**src/rtl/pipe_pkg.sv**
```systemverilog
// Shared types and per-stage widths for the pipelined RISC-V core's stage registers.
// Stage wrappers pack their named fields LSB first into the data payload.
package pipe_pkg;

    typedef enum logic [1:0] {
        EMPTY = 2'd0,
        ONE   = 2'd1,
        FULL  = 2'd2
    } pipe_state_t;

    // IF/ID: ctrl = predicted-taken hint; data = {instr, pc}
    localparam int IF_ID_CTRL_W  = 1;
    localparam int IF_ID_DATA_W  = 64;

    // ID/EX: ctrl = {alu_op[1:0], alu_src, branch, mem_write, mem_read, mem_to_reg, reg_write}
    //        data = {pc, rs1_val, rs2_val, imm, rs2, rs1, rd}
    localparam int ID_EX_CTRL_W  = 8;
    localparam int ID_EX_DATA_W  = 143;

    // EX/MEM: ctrl = {mem_write, mem_read, mem_to_reg, reg_write}; data = {alu, store_data, rd}
    localparam int EX_MEM_CTRL_W = 4;
    localparam int EX_MEM_DATA_W = 69;

    // MEM/WB: ctrl = {mem_to_reg, reg_write}; data = {alu, read_data, rd}
    localparam int MEM_WB_CTRL_W = 2;
    localparam int MEM_WB_DATA_W = 69;

    localparam int MEM_WB_RD_LSB    = 0;
    localparam int MEM_WB_RDATA_LSB = 5;
    localparam int MEM_WB_ALU_LSB   = 37;

    function automatic logic [1:0] occ_of(pipe_state_t s);
        logic [1:0] occ;
        occ = 2'd0;
        case (s)
            EMPTY:   occ = 2'd0;
            ONE:     occ = 2'd1;
            FULL:    occ = 2'd2;
            default: occ = 2'd0;
        endcase
        return occ;
    endfunction

    function automatic logic [MEM_WB_DATA_W-1:0] pack_mem_wb(
        input logic [31:0] alu,
        input logic [31:0] read_data,
        input logic [4:0]  rd
    );
        return {alu, read_data, rd};
    endfunction

endpackage

```
**src/rtl/pipe_stage_reg_if.sv**
```systemverilog
// Handshake bundle between a pipeline stage register and its neighbours.
// An entry moves on a clock edge where valid and ready are both 1; valid must hold until then.
interface pipe_stage_reg_if #(
    parameter int CTRL_W = 2,
    parameter int DATA_W = 69
);
    import pipe_pkg::*;

    logic              flush_i;
    logic              valid_i;
    logic              ready_o;
    logic [CTRL_W-1:0] ctrl_i;
    logic [DATA_W-1:0] data_i;
    logic              valid_o;
    logic              ready_i;
    logic [CTRL_W-1:0] ctrl_o;
    logic [DATA_W-1:0] data_o;
    logic [1:0]        occ_o;
    pipe_state_t       state;

    modport slave (
        input  flush_i, valid_i, ctrl_i, data_i, ready_i,
        output ready_o, valid_o, ctrl_o, data_o, occ_o, state
    );

    modport master (
        output flush_i, valid_i, ctrl_i, data_i, ready_i,
        input  ready_o, valid_o, ctrl_o, data_o, occ_o, state
    );

endinterface

```
**src/rtl/pipe_stage_reg.sv**
```systemverilog
// Flow-controlled pipeline register with flush, bubble-gated control and an optional
// 2-entry skid buffer that makes ready_o a register output.
module pipe_stage_reg
    import pipe_pkg::*;
#(
    parameter int CTRL_W  = 2,
    parameter int DATA_W  = 69,
    parameter bit SKID_EN = 1'b1
) (
    input  logic              clk_i,
    input  logic              rst_i,
    pipe_stage_reg_if.slave   bus
);

    pipe_state_t       state_q;
    pipe_state_t       state_d;
    logic              accept;
    logic              emit;
    logic [CTRL_W-1:0] head_ctrl_q;
    logic [DATA_W-1:0] head_data_q;

    assign accept = bus.valid_i && bus.ready_o;
    assign emit   = bus.valid_o && bus.ready_i;

    always_ff @(posedge clk_i or negedge rst_i) begin
        if (!rst_i) begin
            state_q <= EMPTY;
        end else begin
            state_q <= state_d;
        end
    end

    // A bubble never carries control bits, so a flushed stage cannot trigger a write.
    assign bus.valid_o = (state_q != EMPTY);
    assign bus.ctrl_o  = head_ctrl_q & {CTRL_W{bus.valid_o}};
    assign bus.data_o  = head_data_q;
    assign bus.occ_o   = occ_of(state_q);
    assign bus.state   = state_q;

    generate
        if (SKID_EN) begin : g_skid
            logic [CTRL_W-1:0] skid_ctrl_q;
            logic [DATA_W-1:0] skid_data_q;
            logic              ready_q;

            always_comb begin
                state_d = state_q;
                if (bus.flush_i) begin
                    state_d = EMPTY;
                end else begin
                    case (state_q)
                        EMPTY:   if (accept) state_d = ONE;
                        ONE: begin
                            if (accept && !emit)      state_d = FULL;
                            else if (!accept && emit) state_d = EMPTY;
                        end
                        FULL:    if (emit) state_d = ONE;
                        default: state_d = EMPTY;
                    endcase
                end
            end

            // ready is computed from the next state so it is a clean flop output.
            always_ff @(posedge clk_i or negedge rst_i) begin
                if (!rst_i) begin
                    ready_q <= 1'b1;
                end else begin
                    ready_q <= (state_d != FULL);
                end
            end

            always_ff @(posedge clk_i or negedge rst_i) begin
                if (!rst_i) begin
                    head_ctrl_q <= '0;
                    head_data_q <= '0;
                    skid_ctrl_q <= '0;
                    skid_data_q <= '0;
                end else if (!bus.flush_i) begin
                    case (state_q)
                        EMPTY: begin
                            if (accept) begin
                                head_ctrl_q <= bus.ctrl_i;
                                head_data_q <= bus.data_i;
                            end
                        end
                        ONE: begin
                            if (accept && emit) begin
                                head_ctrl_q <= bus.ctrl_i;
                                head_data_q <= bus.data_i;
                            end else if (accept) begin
                                skid_ctrl_q <= bus.ctrl_i;
                                skid_data_q <= bus.data_i;
                            end
                        end
                        FULL: begin
                            if (emit) begin
                                head_ctrl_q <= skid_ctrl_q;
                                head_data_q <= skid_data_q;
                            end
                        end
                        default: ;
                    endcase
                end
            end

            assign bus.ready_o = ready_q;
        end else begin : g_single
            always_comb begin
                state_d = state_q;
                if (bus.flush_i) begin
                    state_d = EMPTY;
                end else if (accept) begin
                    state_d = ONE;
                end else if (emit) begin
                    state_d = EMPTY;
                end
            end

            always_ff @(posedge clk_i or negedge rst_i) begin
                if (!rst_i) begin
                    head_ctrl_q <= '0;
                    head_data_q <= '0;
                end else if (!bus.flush_i && accept) begin
                    head_ctrl_q <= bus.ctrl_i;
                    head_data_q <= bus.data_i;
                end
            end

            assign bus.ready_o = !bus.valid_o || bus.ready_i;
        end
    endgenerate

endmodule

```
**src/flat_wrapper.sv**
```systemverilog
// flat-port wrapper written by rule: the top's interface ports become plain ports
module pipe_stage_reg_flat import pipe_pkg::*;
#(
    parameter int CTRL_W  = 2,
    parameter int DATA_W  = 69,
    parameter bit SKID_EN = 1'b1
)
  (clk_i, rst_i, bus_flush_i, bus_valid_i, bus_ctrl_i, bus_data_i, bus_ready_i, bus_ready_o, bus_valid_o, bus_ctrl_o, bus_data_o, bus_occ_o, bus_state);
  pipe_stage_reg_if #(.CTRL_W(CTRL_W), .DATA_W(DATA_W)) bus_i ();
  input  logic clk_i;
  input  logic rst_i;
  input wire logic [$bits(bus_i.flush_i)-1:0] bus_flush_i;
  input wire logic [$bits(bus_i.valid_i)-1:0] bus_valid_i;
  input wire logic [$bits(bus_i.ctrl_i)-1:0] bus_ctrl_i;
  input wire logic [$bits(bus_i.data_i)-1:0] bus_data_i;
  input wire logic [$bits(bus_i.ready_i)-1:0] bus_ready_i;
  output wire logic [$bits(bus_i.ready_o)-1:0] bus_ready_o;
  output wire logic [$bits(bus_i.valid_o)-1:0] bus_valid_o;
  output wire logic [$bits(bus_i.ctrl_o)-1:0] bus_ctrl_o;
  output wire logic [$bits(bus_i.data_o)-1:0] bus_data_o;
  output wire logic [$bits(bus_i.occ_o)-1:0] bus_occ_o;
  output wire logic [$bits(bus_i.state)-1:0] bus_state;
  assign bus_i.flush_i = bus_flush_i;
  assign bus_i.valid_i = bus_valid_i;
  assign bus_i.ctrl_i = bus_ctrl_i;
  assign bus_i.data_i = bus_data_i;
  assign bus_i.ready_i = bus_ready_i;
  assign bus_ready_o = bus_i.ready_o;
  assign bus_valid_o = bus_i.valid_o;
  assign bus_ctrl_o = bus_i.ctrl_o;
  assign bus_data_o = bus_i.data_o;
  assign bus_occ_o = bus_i.occ_o;
  assign bus_state = bus_i.state;
  pipe_stage_reg #(.CTRL_W(CTRL_W), .DATA_W(DATA_W), .SKID_EN(SKID_EN)) u_core (.clk_i(clk_i), .rst_i(rst_i), .bus(bus_i));
endmodule
```
**config.mk**
```make
export PLATFORM = sky130hd
export DESIGN_NAME = pipe_stage_reg_flat
export DESIGN_NICKNAME = d
export VERILOG_FILES = /design/src/rtl/pipe_pkg.sv /design/src/rtl/pipe_stage_reg_if.sv /design/src/rtl/pipe_stage_reg.sv /design/src/flat_wrapper.sv
export SDC_FILE = /design/constraint.sdc
export NUM_CORES = 1
export LEC_CHECK = 0
export BUFFER_PORTS_ARGS = -buffer_cell sky130_fd_sc_hd__buf_2
export CAP_MARGIN = 10
export CORE_MARGIN = 2
export CORE_UTILIZATION = 31
export CTS_BUF_LIST = sky130_fd_sc_hd__clkbuf_4 sky130_fd_sc_hd__clkbuf_8 sky130_fd_sc_hd__clkbuf_16
export DETAILED_ROUTE_END_ITERATION = 6
export PLACE_DENSITY = 0.59
export SLEW_MARGIN = 20
export SYNTH_ARGS = -nofsm -noshare
export SYNTH_HDL_FRONTEND = slang
export SYNTH_SLANG_ARGS = --single-unit
```
**constraint.sdc**
```tcl
create_clock -name clk_i -period 2 [get_ports clk_i]
set_clock_uncertainty 0.15 [all_clocks]
set_input_delay 0.2 -clock clk_i [delete_from_list [all_inputs] [get_ports clk_i]]
set_output_delay 0.2 -clock clk_i [all_outputs]
set_load 0.005 [all_outputs]
```
---- After elaboration in Yosys (flattened, before gate mapping) ----
Cells that the tools add are included.
W data, S select, Z words.
word-level totals
  output and inout port bits .............. 77
  input port bits ......................... 76
  logic and storage cells ................. 42
  register bits ........................... 145
operators by class
  equality and inequality tests ........... 6
  mux-type cells .......................... 15
  reductions and logical operators ........ 12
  bitwise gates (word level) .............. 3
operators by type and width
  kind                  number
  $mux W69              3
  $pmux W69 S3          1
  $mux W2               8
  $pmux W2 S3           2
  $ne A2 B1 Y1 const B  3
  $logic_and A1 B1 Y1   5
  $reduce_and A5 Y1     1
  $pmux W2 S2           1
  $reduce_and A4 Y1     1
  $reduce_bool A3 Y1    1
  $and A2 B2 Y2         1
  $eq A2 B1 Y1 const B  1
  $eq A2 B2 Y1 const B  1
  $logic_not A1 Y1      2
  $logic_not A2 Y1      1
  $ne A2 B2 Y1 const B  1
  $not A1 Y1            2
  $reduce_bool A2 Y1    1

---- Depth between registers and ports, before layout ----
  word-level depth ........................ 8
  depth in mapped cells ................... 6
  mapped depth without buffers ............ 4

---- Worst setup path before layout ----
No wires, ideal clock.
  kind .................................... reg-to-reg
  start point ............................. register u_core.g_skid.ready_q (netlist: u_core.bus.ready_o)
  end point ............................... register u_core.head_data_q[0] (netlist: u_core.bus.data_o[0])
  buffers on the path ..................... 2
  period minus slack after synthesis ...... 1779 ps
  path slack .............................. 221 ps
  cell stages (with the launch flop) ...... 7
  library setup time ...................... 132 ps
  required time ........................... 1718 ps
  data arrival time ....................... 1497 ps
  cells stage by stage .................... dfstp_2 > nand2_1 > o41a_1 > buf_2 > buf_2 > nand2_1 > o21ai_1
on the way
  word-level cells in the longest chain between the ends .. 4
  elaborated cells on any way between the ends .. 5
  classes of those cells .................. eq/ne: 2; reduce/logical: 3
RTL lines
  item                                  RTL line              RTL
  start, declared                       pipe_stage_reg.sv:44  logic ready_q;
  start signal, assigned                pipe_stage_reg.sv:68  ready_q <= (state_d != FULL);
  $logic_and A1 B1 Y1 *                 pipe_stage_reg.sv:22  assign accept = bus.valid_i && bus.ready_o;
  $logic_and A1 B1 Y1                   pipe_stage_reg.sv:87  if (accept && emit) begin
  $ne A2 B1 Y1 (no source line)         n/a
  $reduce_and A5 Y1 (no source line) *  n/a
  end signal, assigned                  pipe_stage_reg.sv:83  head_data_q <= bus.data_i;
  end signal, assigned                  pipe_stage_reg.sv:89  head_data_q <= bus.data_i;
  end signal, assigned                  pipe_stage_reg.sv:98  head_data_q <= skid_data_q;
  end, declared                         pipe_stage_reg.sv:20  logic [DATA_W-1:0] head_data_q;
Mark *: on every way between the ends. The rest lies on a longest branch, timed or not.
A chain may end at the register's enable or synchronous reset.

---- Worst setup path after layout ----
  start point ............................. register u_core.state_q[1] (netlist: u_core.bus.state[1])
  end point ............................... output port bus_ctrl_o[1]
on the way
  word-level cells in the longest chain between the ends .. 2
RTL lines
  item                    RTL line              RTL
  start, declared         pipe_stage_reg.sv:15  pipe_state_t state_q;
  start signal, assigned  pipe_stage_reg.sv:29  state_q <= state_d;
  $reduce_bool A2 Y1      pipe_stage_reg.sv:34  assign bus.valid_o = (state_q != EMPTY);
  $and A2 B2 Y2           pipe_stage_reg.sv:35  assign bus.ctrl_o = head_ctrl_q & {CTRL_W{bus.valid_o}};
  end, declared           flat_wrapper.sv:19    output wire logic [$bits(bus_i.ctrl_o)-1:0] bus_ctrl_o;
Every way passes these cells.

==> results.toml <==
[cells_and_area]
seqCellArea_um2 = 3630
area_growth_pct = 39.9
fill_cells = 1867
multi_input_area_um2 = 2530
layout.nets = 784
antenna_cells = 0
layout-drive-gt1-share = 0.381
design_area_um2 = 8880
post-route-util = 0.441

[logic_synthesis]
synth_area_um2 = 6350
synth_nets = 555
async_flop_share = 1.00
synth_edf_count = 0
synthFlopType = "dfrtp_1"
synth.yosys.seq_area_share = 0.572
synth.distinct_cells = 24
ys_ff_latch = 145
ys_top_cells_by_area = "dfrtp_1 (57%), mux2_4 (17%), mux2i_1 (11%)"
ys_warn_count = 0
avgSynthCellArea_um2 = 13.3
synth_top_area_share = 0.567
yosysTopAreaCell = "dfrtp_1"
netlist_instances = 479
yosysMostFrequentCell = "dfrtp_1"
synthTopCellsByCount = "dfrtp_1 (144), nand2_1 (73), mux2i_1 (72)"

[worst_setup_path]
slowest_stage = "dfrtp_1"
cp-end-kind = "output pin"
max_stage_delay_ns = 0.40
cp_data_arrival_time_ns = 1.56
worstPathRequired_ns = 1.65
path_class = "reg2out"
critPathMaxFanout = 7
startpoint_type = "flop"
path_cells = "buf_4, or2_4, and2_1, buf_2"

[grt]
grt_pass1_wl_mm = 24.7
overflow = 0
grt_pass1_vias = 4783
grt.total_usage = 0.143
antenna_found_initial = 0
grt_max_degree = 59

[cts]
cts-root-buf = "clkbuf_16"
path_clk_slew_ns = 0.06
cts_buffers = 17
insertion_delay_ns = 0.41
clockBufferDepth = 2
cts_setup_buffers = 0
ctsHtreeMaxLevel = 4
cts_tree = "done"
cts.sinks = 145

[timing]
fin_ws_ns = 0.0932
grt_setup_unrepaired = "no"
period_needed_ns = 1.91
relSlewSlack = 0.687
hold_viol = 0
tns_ns = 0
setup_viol = 0
tightest_slew_ns = 0.469
fmax_mhz = 524
post-route-period-util = 0.953
maxSlewViolCount = 0

[drt]
dr.pass1.iters = 4
drtIter0Drc = 132
drc = 0
vias_per_cell = 4.41
wl_mm = 15.0
wl_per_cell_um = 15.1
drtAntennaViolNets = 0
via_count = 4372

[floorplan]
placeableCoreArea_um2 = 20200
start_util = 0.315
die_x_um = 147
rows = 52
fp.dieH_um = 147
io_pins = 153
die_area_um2 = 21600

[power]
p_seq_frac = 0.441
switchingPower_mw = 2.36
leakage_nw = 4.90
clkPwrFrac = 0.364
ir_drop_mv = 0.526
internal_power_mw = 6.85
p_comb_frac = 0.194
switching_share = 0.256
pwr_density_cell_nw_per_um2 = 1040

[placement]
io_buffer_count = 152
dp_slack_ns = 0.0818
placed_area_um2 = 7480
hpwlAfterDp_mm = 9.72
gp_congestion = 0.768

[status]
status = "completed"

[run]
maxCapViolations = 0

[hold_path]
min-delay-path-class = "in2reg"
==> state kept, by name, summed over array words and instances, names as in the netlist <==
| signal | flops |
|---|---|
| u_core.bus.data_o | 69 |
| u_core.bus.ready_o | 1 |
| u_core.bus.state | 2 |
| u_core.g_skid.skid_ctrl_q | 2 |
| u_core.g_skid.skid_data_q | 69 |
| u_core.head_ctrl_q | 2 |
==> cell type report <==
| type | instances | area share |
|---|---|---|
| Clock buffer | 21 | 0.0527 |
| Clock inverter | 11 | 0.0175 |
| Tap cell | 270 | 0.0380 |
| Multi-Input combinational cell | 302 | 0.285 |
| Inverter | 2 | 0.000845 |
| Timing Repair Buffer | 240 | 0.197 |
| Sequential cell | 145 | 0.409 |
==> layer usage <==
metal  vias to the layer above  wire length, um  part of all wire  GRT usage
li1                       2113                -                 -          -
met3                        22              840             0.056     0.0481
met2                       113             7150              0.48      0.229
met5                         -                0                 0          0
met4                         0              269             0.018     0.0524
met1                      2124             6730              0.45      0.180
==> critical path, delay by kind of cell, from the launching register on <==
| kind | cells | cell delay [ns] |
|---|---|---|
| buf+inv | 2 | 0.31 |
| flops | 1 | 0.40 |
| simple gates | 2 | 0.42 |
==> logic make-up (layout without fill, tap and decap cells) <==
kind of cell	Yosys count	in the layout	share of synthesized area
multiplexers	143	143	0.281
buffers and inverters	32	274	0.0315
flip-flops	145	145	0.572
AO/OA/AOI/OAI	75	75	0.0611
AND/OR/NAND/NOR	84	84	0.0552
==> what timing repair did <==
action / 4_1_cts / 5_1_grt
endpoints found under the hold margin: 245 / 0
hold buffers: 74 / 0
gates resized for setup: 1 / 2
gates cloned: 0 / 1
endpoints found under the setup margin: 2 / 4
==> worst paths after layout <==
check / from / cells past startpoint / to / slack, ns
setup reg to reg: u_core.bus.ready_o / 5 / u_core.bus.data_o[60] / 0.14
max in group asynchronous: rst_i / 3 / u_core.g_skid.skid_data_q[67] / 0.93
setup / recovery: u_core.bus.state[1] / 4 / bus_ctrl_o[1] / 0.09
hold reg to reg: u_core.head_ctrl_q[1] / 2 / u_core.head_ctrl_q[1] / 0.33
hold / removal: bus_valid_i / 3 / u_core.bus.ready_o / 0.07
min in group asynchronous: rst_i / 2 / u_core.g_skid.skid_data_q[15] / 0.15
==> power groups by stage <==
stage	registers, mW	logic, mW	clock network [mW]
3_3_place_gp	4.06	1.63	0
6_report	4.06	1.79	3.35
4_1_cts	4.06	1.81	3.45
2_1_floorplan	4.03	1.04	0
5_1_grt	4.15	1.97	3.59
3_5_place_dp	4.09	1.70	0
==> layout by cell type, fill, tap and decap left out, drive strengths merged <==
master | netlist | routed
mux2 | 71 | 71
clkinvlp | 0 | 4
and2 | 2 | 2
buf | 24 | 165
dlygate4sd3 | 0 | 74
o41a | 1 | 1
clkbuf | 6 | 22
or2 | 1 | 1
dfstp | 1 | 1
clkinv | 0 | 3
nor2 | 2 | 2
inv | 2 | 3
o22a | 1 | 1
nor2b | 2 | 2
dfrtp | 144 | 144
nand2b | 1 | 1
and3 | 1 | 1
mux2i | 72 | 72
nand2 | 74 | 74
bufinv | 0 | 3
o21ai | 72 | 72
o21a | 1 | 1
nand4bb | 1 | 1
==> stage by stage <==
stage	cells	total power, mW	hold WS [ns]
2_1_floorplan	479	5.07	-0.246
3_3_place_gp	884	5.69	0.0227
3_5_place_dp	884	5.78	0.0323
4_1_cts	990	9.32	0.0508
5_1_grt	991	9.72	0.112
6_report	991	9.21	0.0742
No activity file was read; power rests on OpenSTA's default activity.
